$ cat src/rtl/phy_bus_arbiter_if.sv
// Bus bundle for phy_bus_arbiter: two requester-side TileLink-style ports
// (if_*, ma_*) plus the shared downstream port (m_*).
// The slave modport is the arbiter's view. The master modport is the
// surrounding requesters and interconnect.
interface phy_bus_arbiter_if #(
    parameter int AW = 64,
    parameter int DW = 64
);
    logic            if_request;
    logic            if_grant;
    logic            if_a_valid;
    logic            if_a_ready;
    logic [2:0]      if_a_opcode;
    logic [AW-1:0]   if_a_address;
    logic [DW-1:0]   if_a_data;
    logic [DW/8-1:0] if_a_mask;
    logic            if_d_valid;
    logic            if_d_ready;
    logic [DW-1:0]   if_d_data;
    logic            if_d_error;

    logic            ma_request;
    logic            ma_grant;
    logic            ma_a_valid;
    logic            ma_a_ready;
    logic [2:0]      ma_a_opcode;
    logic [AW-1:0]   ma_a_address;
    logic [DW-1:0]   ma_a_data;
    logic [DW/8-1:0] ma_a_mask;
    logic            ma_d_valid;
    logic            ma_d_ready;
    logic [DW-1:0]   ma_d_data;
    logic            ma_d_error;

    logic            m_a_valid;
    logic            m_a_ready;
    logic [2:0]      m_a_opcode;
    logic [AW-1:0]   m_a_address;
    logic [DW-1:0]   m_a_data;
    logic [DW/8-1:0] m_a_mask;
    logic            m_d_valid;
    logic            m_d_ready;
    logic [DW-1:0]   m_d_data;
    logic            m_d_error;

    modport slave (
        input  if_request, if_a_valid, if_a_opcode, if_a_address, if_a_data, if_a_mask, if_d_ready,
        output if_grant, if_a_ready, if_d_valid, if_d_data, if_d_error,
        input  ma_request, ma_a_valid, ma_a_opcode, ma_a_address, ma_a_data, ma_a_mask, ma_d_ready,
        output ma_grant, ma_a_ready, ma_d_valid, ma_d_data, ma_d_error,
        output m_a_valid, m_a_opcode, m_a_address, m_a_data, m_a_mask, m_d_ready,
        input  m_a_ready, m_d_valid, m_d_data, m_d_error
    );

    modport master (
        output if_request, if_a_valid, if_a_opcode, if_a_address, if_a_data, if_a_mask, if_d_ready,
        input  if_grant, if_a_ready, if_d_valid, if_d_data, if_d_error,
        output ma_request, ma_a_valid, ma_a_opcode, ma_a_address, ma_a_data, ma_a_mask, ma_d_ready,
        input  ma_grant, ma_a_ready, ma_d_valid, ma_d_data, ma_d_error,
        input  m_a_valid, m_a_opcode, m_a_address, m_a_data, m_a_mask, m_d_ready,
        output m_a_ready, m_d_valid, m_d_data, m_d_error
    );
endinterface

$ cat src/rtl/phy_bus_arbiter.sv
// phy_bus_arbiter: shares one physical memory port between the fetch (IF)
// and memory-access (MA) requesters. Ownership lasts for a whole request
// window. At most one A transaction is outstanding, and its D response is
// routed back to the owner.
// Compile-time option: PHY_ARB_ROUND_ROBIN_EN selects round-robin tie-break.
// When it is undefined, MA wins every tie.
module phy_bus_arbiter #(
    parameter int AW = 64,
    parameter int DW = 64
) (
    input  logic                clk,
    input  logic                rst_n,
    phy_bus_arbiter_if.slave    bus,
    output logic                arb_err
);
    typedef enum logic [1:0] {
        ST_IDLE   = 2'd0,
        ST_OWN_IF = 2'd1,
        ST_OWN_MA = 2'd2
    } state_t;

    localparam logic LAST_IF = 1'b0;
    localparam logic LAST_MA = 1'b1;

    state_t state_r, state_nxt_s;
    logic   pending_r, pending_nxt_s;
    logic   last_r, last_nxt_s;
    logic   arb_err_r, arb_err_nxt_s;
    logic   if_grant_r, ma_grant_r;
    logic   tie_to_ma_s;

    assign bus.if_grant = if_grant_r;
    assign bus.ma_grant = ma_grant_r;
    assign arb_err      = arb_err_r;

    // Tie-break: round-robin away from the last owner, or fixed MA priority.
    always_comb begin
`ifdef PHY_ARB_ROUND_ROBIN_EN
        tie_to_ma_s = (last_r == LAST_IF);
`else
        tie_to_ma_s = 1'b1;
`endif
    end

    // Next-state logic. Ownership is released only after the in-flight
    // transaction completes.
    always_comb begin
        state_nxt_s = state_r;
        last_nxt_s  = last_r;
        case (state_r)
            ST_IDLE: begin
                if (bus.if_request && bus.ma_request) begin
                    state_nxt_s = tie_to_ma_s ? ST_OWN_MA : ST_OWN_IF;
                end else if (bus.if_request) begin
                    state_nxt_s = ST_OWN_IF;
                end else if (bus.ma_request) begin
                    state_nxt_s = ST_OWN_MA;
                end else begin
                    state_nxt_s = ST_IDLE;
                end
            end
            ST_OWN_IF: begin
                if (!bus.if_request && !pending_r) begin
                    state_nxt_s = ST_IDLE;
                    last_nxt_s  = LAST_IF;
                end else begin
                    state_nxt_s = ST_OWN_IF;
                end
            end
            ST_OWN_MA: begin
                if (!bus.ma_request && !pending_r) begin
                    state_nxt_s = ST_IDLE;
                    last_nxt_s  = LAST_MA;
                end else begin
                    state_nxt_s = ST_OWN_MA;
                end
            end
            default: begin
                state_nxt_s = ST_IDLE;
            end
        endcase
    end

    // A-channel forwarding from the owner. A new A is blocked while one is outstanding.
    always_comb begin
        bus.m_a_valid   = 1'b0;
        bus.m_a_opcode  = 3'd0;
        bus.m_a_address = {AW{1'b0}};
        bus.m_a_data    = {DW{1'b0}};
        bus.m_a_mask    = {(DW/8){1'b0}};
        bus.if_a_ready  = 1'b0;
        bus.ma_a_ready  = 1'b0;
        case (state_r)
            ST_OWN_IF: begin
                bus.m_a_valid   = bus.if_a_valid & ~pending_r;
                bus.m_a_opcode  = bus.if_a_opcode;
                bus.m_a_address = bus.if_a_address;
                bus.m_a_data    = bus.if_a_data;
                bus.m_a_mask    = bus.if_a_mask;
                bus.if_a_ready  = bus.m_a_ready & ~pending_r;
            end
            ST_OWN_MA: begin
                bus.m_a_valid   = bus.ma_a_valid & ~pending_r;
                bus.m_a_opcode  = bus.ma_a_opcode;
                bus.m_a_address = bus.ma_a_address;
                bus.m_a_data    = bus.ma_a_data;
                bus.m_a_mask    = bus.ma_a_mask;
                bus.ma_a_ready  = bus.m_a_ready & ~pending_r;
            end
            default: begin
                bus.m_a_valid = 1'b0;
            end
        endcase
    end

    // D-channel routing to the owner. Beats with nothing outstanding are drained.
    always_comb begin
        bus.m_d_ready  = 1'b0;
        bus.if_d_valid = 1'b0;
        bus.if_d_data  = {DW{1'b0}};
        bus.if_d_error = 1'b0;
        bus.ma_d_valid = 1'b0;
        bus.ma_d_data  = {DW{1'b0}};
        bus.ma_d_error = 1'b0;
        if (pending_r) begin
            case (state_r)
                ST_OWN_IF: begin
                    bus.if_d_valid = bus.m_d_valid;
                    bus.if_d_data  = bus.m_d_data;
                    bus.if_d_error = bus.m_d_error;
                    bus.m_d_ready  = bus.if_d_ready;
                end
                ST_OWN_MA: begin
                    bus.ma_d_valid = bus.m_d_valid;
                    bus.ma_d_data  = bus.m_d_data;
                    bus.ma_d_error = bus.m_d_error;
                    bus.m_d_ready  = bus.ma_d_ready;
                end
                default: begin
                    bus.m_d_ready = bus.m_d_valid;
                end
            endcase
        end else begin
            bus.m_d_ready = bus.m_d_valid;
        end
    end

    // Outstanding-transaction flag and sticky error for unexpected D beats.
    always_comb begin
        if (bus.m_a_valid && bus.m_a_ready) begin
            pending_nxt_s = 1'b1;
        end else if (pending_r && bus.m_d_valid && bus.m_d_ready) begin
            pending_nxt_s = 1'b0;
        end else begin
            pending_nxt_s = pending_r;
        end
        arb_err_nxt_s = arb_err_r | (bus.m_d_valid & ~pending_r);
    end

    // State, bookkeeping and registered grant/error outputs.
    always_ff @(posedge clk) begin
        if (!rst_n) begin
            state_r    <= ST_IDLE;
            pending_r  <= 1'b0;
            last_r     <= LAST_IF;
            arb_err_r  <= 1'b0;
            if_grant_r <= 1'b0;
            ma_grant_r <= 1'b0;
        end else begin
            state_r    <= state_nxt_s;
            pending_r  <= pending_nxt_s;
            last_r     <= last_nxt_s;
            arb_err_r  <= arb_err_nxt_s;
            if_grant_r <= (state_nxt_s == ST_OWN_IF);
            ma_grant_r <= (state_nxt_s == ST_OWN_MA);
        end
    end
endmodule

$ cat src/flat_wrapper.sv
// flat-port wrapper written by rule: the top's interface ports become plain ports
module phy_bus_arbiter_flat 
#(
    parameter int AW = 64,
    parameter int DW = 64
)
  (clk, rst_n, arb_err, bus_if_request, bus_if_a_valid, bus_if_a_opcode, bus_if_a_address, bus_if_a_data, bus_if_a_mask, bus_if_d_ready, bus_if_grant, bus_if_a_ready, bus_if_d_valid, bus_if_d_data, bus_if_d_error, bus_ma_request, bus_ma_a_valid, bus_ma_a_opcode, bus_ma_a_address, bus_ma_a_data, bus_ma_a_mask, bus_ma_d_ready, bus_ma_grant, bus_ma_a_ready, bus_ma_d_valid, bus_ma_d_data, bus_ma_d_error, bus_m_a_valid, bus_m_a_opcode, bus_m_a_address, bus_m_a_data, bus_m_a_mask, bus_m_d_ready, bus_m_a_ready, bus_m_d_valid, bus_m_d_data, bus_m_d_error);
  phy_bus_arbiter_if #(.AW(AW), .DW(DW)) bus_i ();
  input  logic clk;
  input  logic rst_n;
  output logic arb_err;
  input wire logic [$bits(bus_i.if_request)-1:0] bus_if_request;
  input wire logic [$bits(bus_i.if_a_valid)-1:0] bus_if_a_valid;
  input wire logic [$bits(bus_i.if_a_opcode)-1:0] bus_if_a_opcode;
  input wire logic [$bits(bus_i.if_a_address)-1:0] bus_if_a_address;
  input wire logic [$bits(bus_i.if_a_data)-1:0] bus_if_a_data;
  input wire logic [$bits(bus_i.if_a_mask)-1:0] bus_if_a_mask;
  input wire logic [$bits(bus_i.if_d_ready)-1:0] bus_if_d_ready;
  output wire logic [$bits(bus_i.if_grant)-1:0] bus_if_grant;
  output wire logic [$bits(bus_i.if_a_ready)-1:0] bus_if_a_ready;
  output wire logic [$bits(bus_i.if_d_valid)-1:0] bus_if_d_valid;
  output wire logic [$bits(bus_i.if_d_data)-1:0] bus_if_d_data;
  output wire logic [$bits(bus_i.if_d_error)-1:0] bus_if_d_error;
  input wire logic [$bits(bus_i.ma_request)-1:0] bus_ma_request;
  input wire logic [$bits(bus_i.ma_a_valid)-1:0] bus_ma_a_valid;
  input wire logic [$bits(bus_i.ma_a_opcode)-1:0] bus_ma_a_opcode;
  input wire logic [$bits(bus_i.ma_a_address)-1:0] bus_ma_a_address;
  input wire logic [$bits(bus_i.ma_a_data)-1:0] bus_ma_a_data;
  input wire logic [$bits(bus_i.ma_a_mask)-1:0] bus_ma_a_mask;
  input wire logic [$bits(bus_i.ma_d_ready)-1:0] bus_ma_d_ready;
  output wire logic [$bits(bus_i.ma_grant)-1:0] bus_ma_grant;
  output wire logic [$bits(bus_i.ma_a_ready)-1:0] bus_ma_a_ready;
  output wire logic [$bits(bus_i.ma_d_valid)-1:0] bus_ma_d_valid;
  output wire logic [$bits(bus_i.ma_d_data)-1:0] bus_ma_d_data;
  output wire logic [$bits(bus_i.ma_d_error)-1:0] bus_ma_d_error;
  output wire logic [$bits(bus_i.m_a_valid)-1:0] bus_m_a_valid;
  output wire logic [$bits(bus_i.m_a_opcode)-1:0] bus_m_a_opcode;
  output wire logic [$bits(bus_i.m_a_address)-1:0] bus_m_a_address;
  output wire logic [$bits(bus_i.m_a_data)-1:0] bus_m_a_data;
  output wire logic [$bits(bus_i.m_a_mask)-1:0] bus_m_a_mask;
  output wire logic [$bits(bus_i.m_d_ready)-1:0] bus_m_d_ready;
  input wire logic [$bits(bus_i.m_a_ready)-1:0] bus_m_a_ready;
  input wire logic [$bits(bus_i.m_d_valid)-1:0] bus_m_d_valid;
  input wire logic [$bits(bus_i.m_d_data)-1:0] bus_m_d_data;
  input wire logic [$bits(bus_i.m_d_error)-1:0] bus_m_d_error;
  assign bus_i.if_request = bus_if_request;
  assign bus_i.if_a_valid = bus_if_a_valid;
  assign bus_i.if_a_opcode = bus_if_a_opcode;
  assign bus_i.if_a_address = bus_if_a_address;
  assign bus_i.if_a_data = bus_if_a_data;
  assign bus_i.if_a_mask = bus_if_a_mask;
  assign bus_i.if_d_ready = bus_if_d_ready;
  assign bus_if_grant = bus_i.if_grant;
  assign bus_if_a_ready = bus_i.if_a_ready;
  assign bus_if_d_valid = bus_i.if_d_valid;
  assign bus_if_d_data = bus_i.if_d_data;
  assign bus_if_d_error = bus_i.if_d_error;
  assign bus_i.ma_request = bus_ma_request;
  assign bus_i.ma_a_valid = bus_ma_a_valid;
  assign bus_i.ma_a_opcode = bus_ma_a_opcode;
  assign bus_i.ma_a_address = bus_ma_a_address;
  assign bus_i.ma_a_data = bus_ma_a_data;
  assign bus_i.ma_a_mask = bus_ma_a_mask;
  assign bus_i.ma_d_ready = bus_ma_d_ready;
  assign bus_ma_grant = bus_i.ma_grant;
  assign bus_ma_a_ready = bus_i.ma_a_ready;
  assign bus_ma_d_valid = bus_i.ma_d_valid;
  assign bus_ma_d_data = bus_i.ma_d_data;
  assign bus_ma_d_error = bus_i.ma_d_error;
  assign bus_m_a_valid = bus_i.m_a_valid;
  assign bus_m_a_opcode = bus_i.m_a_opcode;
  assign bus_m_a_address = bus_i.m_a_address;
  assign bus_m_a_data = bus_i.m_a_data;
  assign bus_m_a_mask = bus_i.m_a_mask;
  assign bus_m_d_ready = bus_i.m_d_ready;
  assign bus_i.m_a_ready = bus_m_a_ready;
  assign bus_i.m_d_valid = bus_m_d_valid;
  assign bus_i.m_d_data = bus_m_d_data;
  assign bus_i.m_d_error = bus_m_d_error;
  phy_bus_arbiter #(.AW(AW), .DW(DW)) u_core (.clk(clk), .rst_n(rst_n), .bus(bus_i), .arb_err(arb_err));
endmodule
$ cat config.mk
export PLATFORM = sky130hd
export DESIGN_NAME = phy_bus_arbiter_flat
export DESIGN_NICKNAME = d
export VERILOG_FILES = /design/src/rtl/phy_bus_arbiter_if.sv /design/src/rtl/phy_bus_arbiter.sv /design/src/flat_wrapper.sv
export SDC_FILE = /design/constraint.sdc
export NUM_CORES = 1
export LEC_CHECK = 0
export ABC_CLOCK_PERIOD_IN_PS = 4400
export CORE_AREA = 2 2 246 248
export DETAILED_ROUTE_END_ITERATION = 8
export DIE_AREA = 0 0 248 250
export PLACE_DENSITY = 0.31
export SETUP_SLACK_MARGIN = 0.4
export SYNTH_ARGS = -nofsm -noshare
export SYNTH_HDL_FRONTEND = slang
export SYNTH_SLANG_ARGS = --single-unit
$ cat constraint.sdc
create_clock -name clk -period 4.4 [get_ports clk]
set_input_delay 0.88 -clock clk [delete_from_list [all_inputs] [get_ports clk]]
set_output_delay 0.88 -clock clk [all_outputs]
set_load 0.01 [all_outputs]
==> results by group <==
Run status
  • Status: finished clean

Clock network
  • Clk Tree Root Cell: clkbuf_16
  • CTS resizes: 0
  • Setup Fix Bufs, Post-CTS: 0
  • Worst skew pair latency: 250 ps
  • Longest Clk Path Bufs: 2
  • Total CTS buffers: 3
  • Register clock-pin slew on the reported worst setup and hold paths: 50 ps
  • CTS sink cnt: 6
  • CTS hold repair buffers: 0
  • H-tree depth: 1
  • CTS tree: built

Floorplan
  • Die H: 250 um
  • Width of the chip: 248 um
  • Initial Util: 5.83%
  • Area of the core: 0.0596 mm^2
  • Die area: 0.0620 mm^2
  • Num rows: 90
  • Number of I/O pins: 631

Route
  • Post-DR vias/cell: 3.40
  • Drt initial violations: 160
  • Total number of vias: 6410
  • Drt total wl: 32400 um
  • Post-route DRC: 0
  • Detail Route Antenna Nets: 0
  • Routed wire length per instance: 17.2 um
  • TritonRoute pass-1 iters: 4

Setup path
  • CP Capture Type: output pin
  • Crit path DAT: 2640 ps
  • Crit path required time: 3520 ps
  • Worst reg2reg path depth: 5
  • FF-to-FF Start: u_core.state_r[0]
  • CP max stage cell: ha_4
  • Setup CP Type: reg -> out
  • Worst Setup Start Kind: flop
  • Worst-path cell chain: inv_1 -> ha_4 -> buf_4 -> a22oi_1 -> nor2b_1 -> clkdlybuf4s50_1
  • Crit path max fanout: 30
  • Crit-path max cell delay: 550 ps
  • RR Endpoint: u_core.pending_r
  • Worst reg-to-reg setup slack: 2170 ps

Power
  • Power Dens Cells: 105 mW/mm^2
  • Static leakage: 3.79 nW
  • Total Power: 0.00113 W
  • Worst vdd ir: 96.8 uV

STA
  • Min Clock Period, post-route: 3520 ps
  • Final Hold Vio Count: 0
  • Setup TNS: 0 ps
  • # setup viols final: 0
  • Fin crit share: 80.1%
  • Final worst slack: 876 ps
  • Slew of the pin with the lowest slew margin: 746 ps
  • Highest clock rate: 284 MHz
  • Max-slew headroom: 50.3%
  • Tightest hold margin: 581 ps
  • Fin. max-slew vios: 0
  • Setup Skew: 7.48 ps
  • RSZ-0062 raised after global routing: no

Synth
  • Synthesized area: 0.00347 mm^2
  • Yosys top cell by area: a22oi_1
  • Yosys top cell area share: 30.1%
  • Syn Inst Count: 522
  • Synth area leaders: a22oi_1 30%, nor2b_1 25%, and3_1 24%, buf_2 5.6%, dfxtp_1 3.5%
  • Synth Register Bits: 6
  • Syn Area/Cell: 6.65 um^2
  • Yosys Warn Count: 0
  • Synth cell types: 28
  • Mapped Nets: 880
  • Post-synthesis sequential area ratio: 3.46%

Min path
  • Origin of the worst min-delay path: u_core.arb_err
  • Hold Path End: u_core.arb_err
  • Hold crit path type: reg -> reg
  • Hold Path Depth: 1

Finish
  • Area Overhead vs Synth: 209%
  • Diodes inserted: 0
  • Layout cells sized above 1: 2.99%
  • Most common cell after layout, fill and taps aside: clkdlybuf4s50_1
  • Final core utilization: 18.0%
  • Post-layout net count: 1462
  • Most frequent cells in the layout: 630 x clkdlybuf4s50_1, 140 x nor2b_1, 139 x a22oi_1

Global routing
  • GRT Residual Overflow: 0
  • GRT Util Overall: 9.49%
  • Pin count of the biggest net entering global routing: 95
  • Number of global-route vias before repair: 6381
  • First-pass GRT wire length: 43900 um
  • Initial antenna violation count: 3

Placed design
  • IO buf count: 630
  • Post-DP HPWL: 26400 um
  • DP Worst Slack: 1060 ps
  • RePlAce Congestion: 0.766

Run
  • Max cap viols: 0
==> stage by stage <==
stage,cell area (um^2),std cells
6_report,10700,1885
5_1_grt,10700,1885
4_1_cts,10700,1885
3_5_place_dp,10700,1881
3_3_place_gp,10700,1881
2_1_floorplan,3470,522
==> cells in the mapped netlist <==
master and instances:
buf_4 3, a221oi_2 1, nor3b_1 1, ha_1 5, clkbuf_2 5, mux2i_1 1, buf_1 2, buf_2 39
and2_1 2, o21ai_0 1, and3_1 132, nand3b_1 1, nor2_1 1, nor2b_1 140, dfxtp_1 6, a22oi_1 139
o21a_1 1, a21oi_1 2, inv_1 2, clkbuf_1 24, nand2_1 2, buf_6 3, o31a_1 1, a21oi_2 1
and3b_1 4, nor4bb_1 1, o21ai_1 1, and2b_1 1
==> where the power goes <==
group          switching (W)  total (W)  internal (W)
registers          0.0000139  0.0000723     0.0000584
clock network      0.0000496   0.000172      0.000122
logic               0.000345   0.000883      0.000538
==> registers in the layout, indices dropped and copies added, names as in the netlist <==
register             cells
u_core.pending_r         1
u_core.arb_err           1
u_core.state_r           2
u_core.bus.if_grant      1
u_core.bus.ma_grant      1
==> per-layer routing <==
| metal | GRT usage [%] | routed length (um) |
|---|---|---|
| met1 | 10.2 | 12000 |
| met2 | 18.4 | 17000 |
| met3 | 3.18 | 3310 |
| met4 | 0.325 | 80 |
| met5 | 0 | 17 |
==> cell families after synthesis <==
kind of cell / synth area share (%)
AND/OR/NAND/NOR: 51.7
adder cells (fa/ha/maj): 1.80
AO/OA/AOI/OAI: 31.8
multiplexers: 0.288
flip-flops: 3.46
buffers and inverters: 11.0
==> critical path: cells and delay by family, from the launching register on <==
kind,cells,cell delay [ps]
buffers and inverters,3,1110
adders and majority gates,1,550
DFF,1,340
AOI/OAI and AO/OA,1,210
and+or+nand+nor,1,140
==> worst max path at each step <==
stage / end / startpoint / cells after the start
final: bus_m_a_address[41] / u_core.state_r[0] / 6
after global routing: bus_m_a_data[15] / u_core.state_r[0] / 6
after CTS: bus_m_a_data[10] / u_core.state_r[0] / 6
after detailed placement: bus_m_a_data[10] / u_core.state_r[0] / 6
after global placement: bus_m_a_data[10] / u_core.state_r[0] / 6
after floorplan: bus_m_a_data[53] / u_core.state_r[1] / 5
==> area by class of cell <==
type,instances,area [um^2]
Clock buffer,4,78.8
Inverter,2,7.51
Timing Repair Buffer,653,6540
Multi-Input combinational cell,438,3010
Sequential cell,6,124
Fill cell,6703,48800
Tap cell,782,978
No activity file was read; power rests on OpenSTA's default activity.
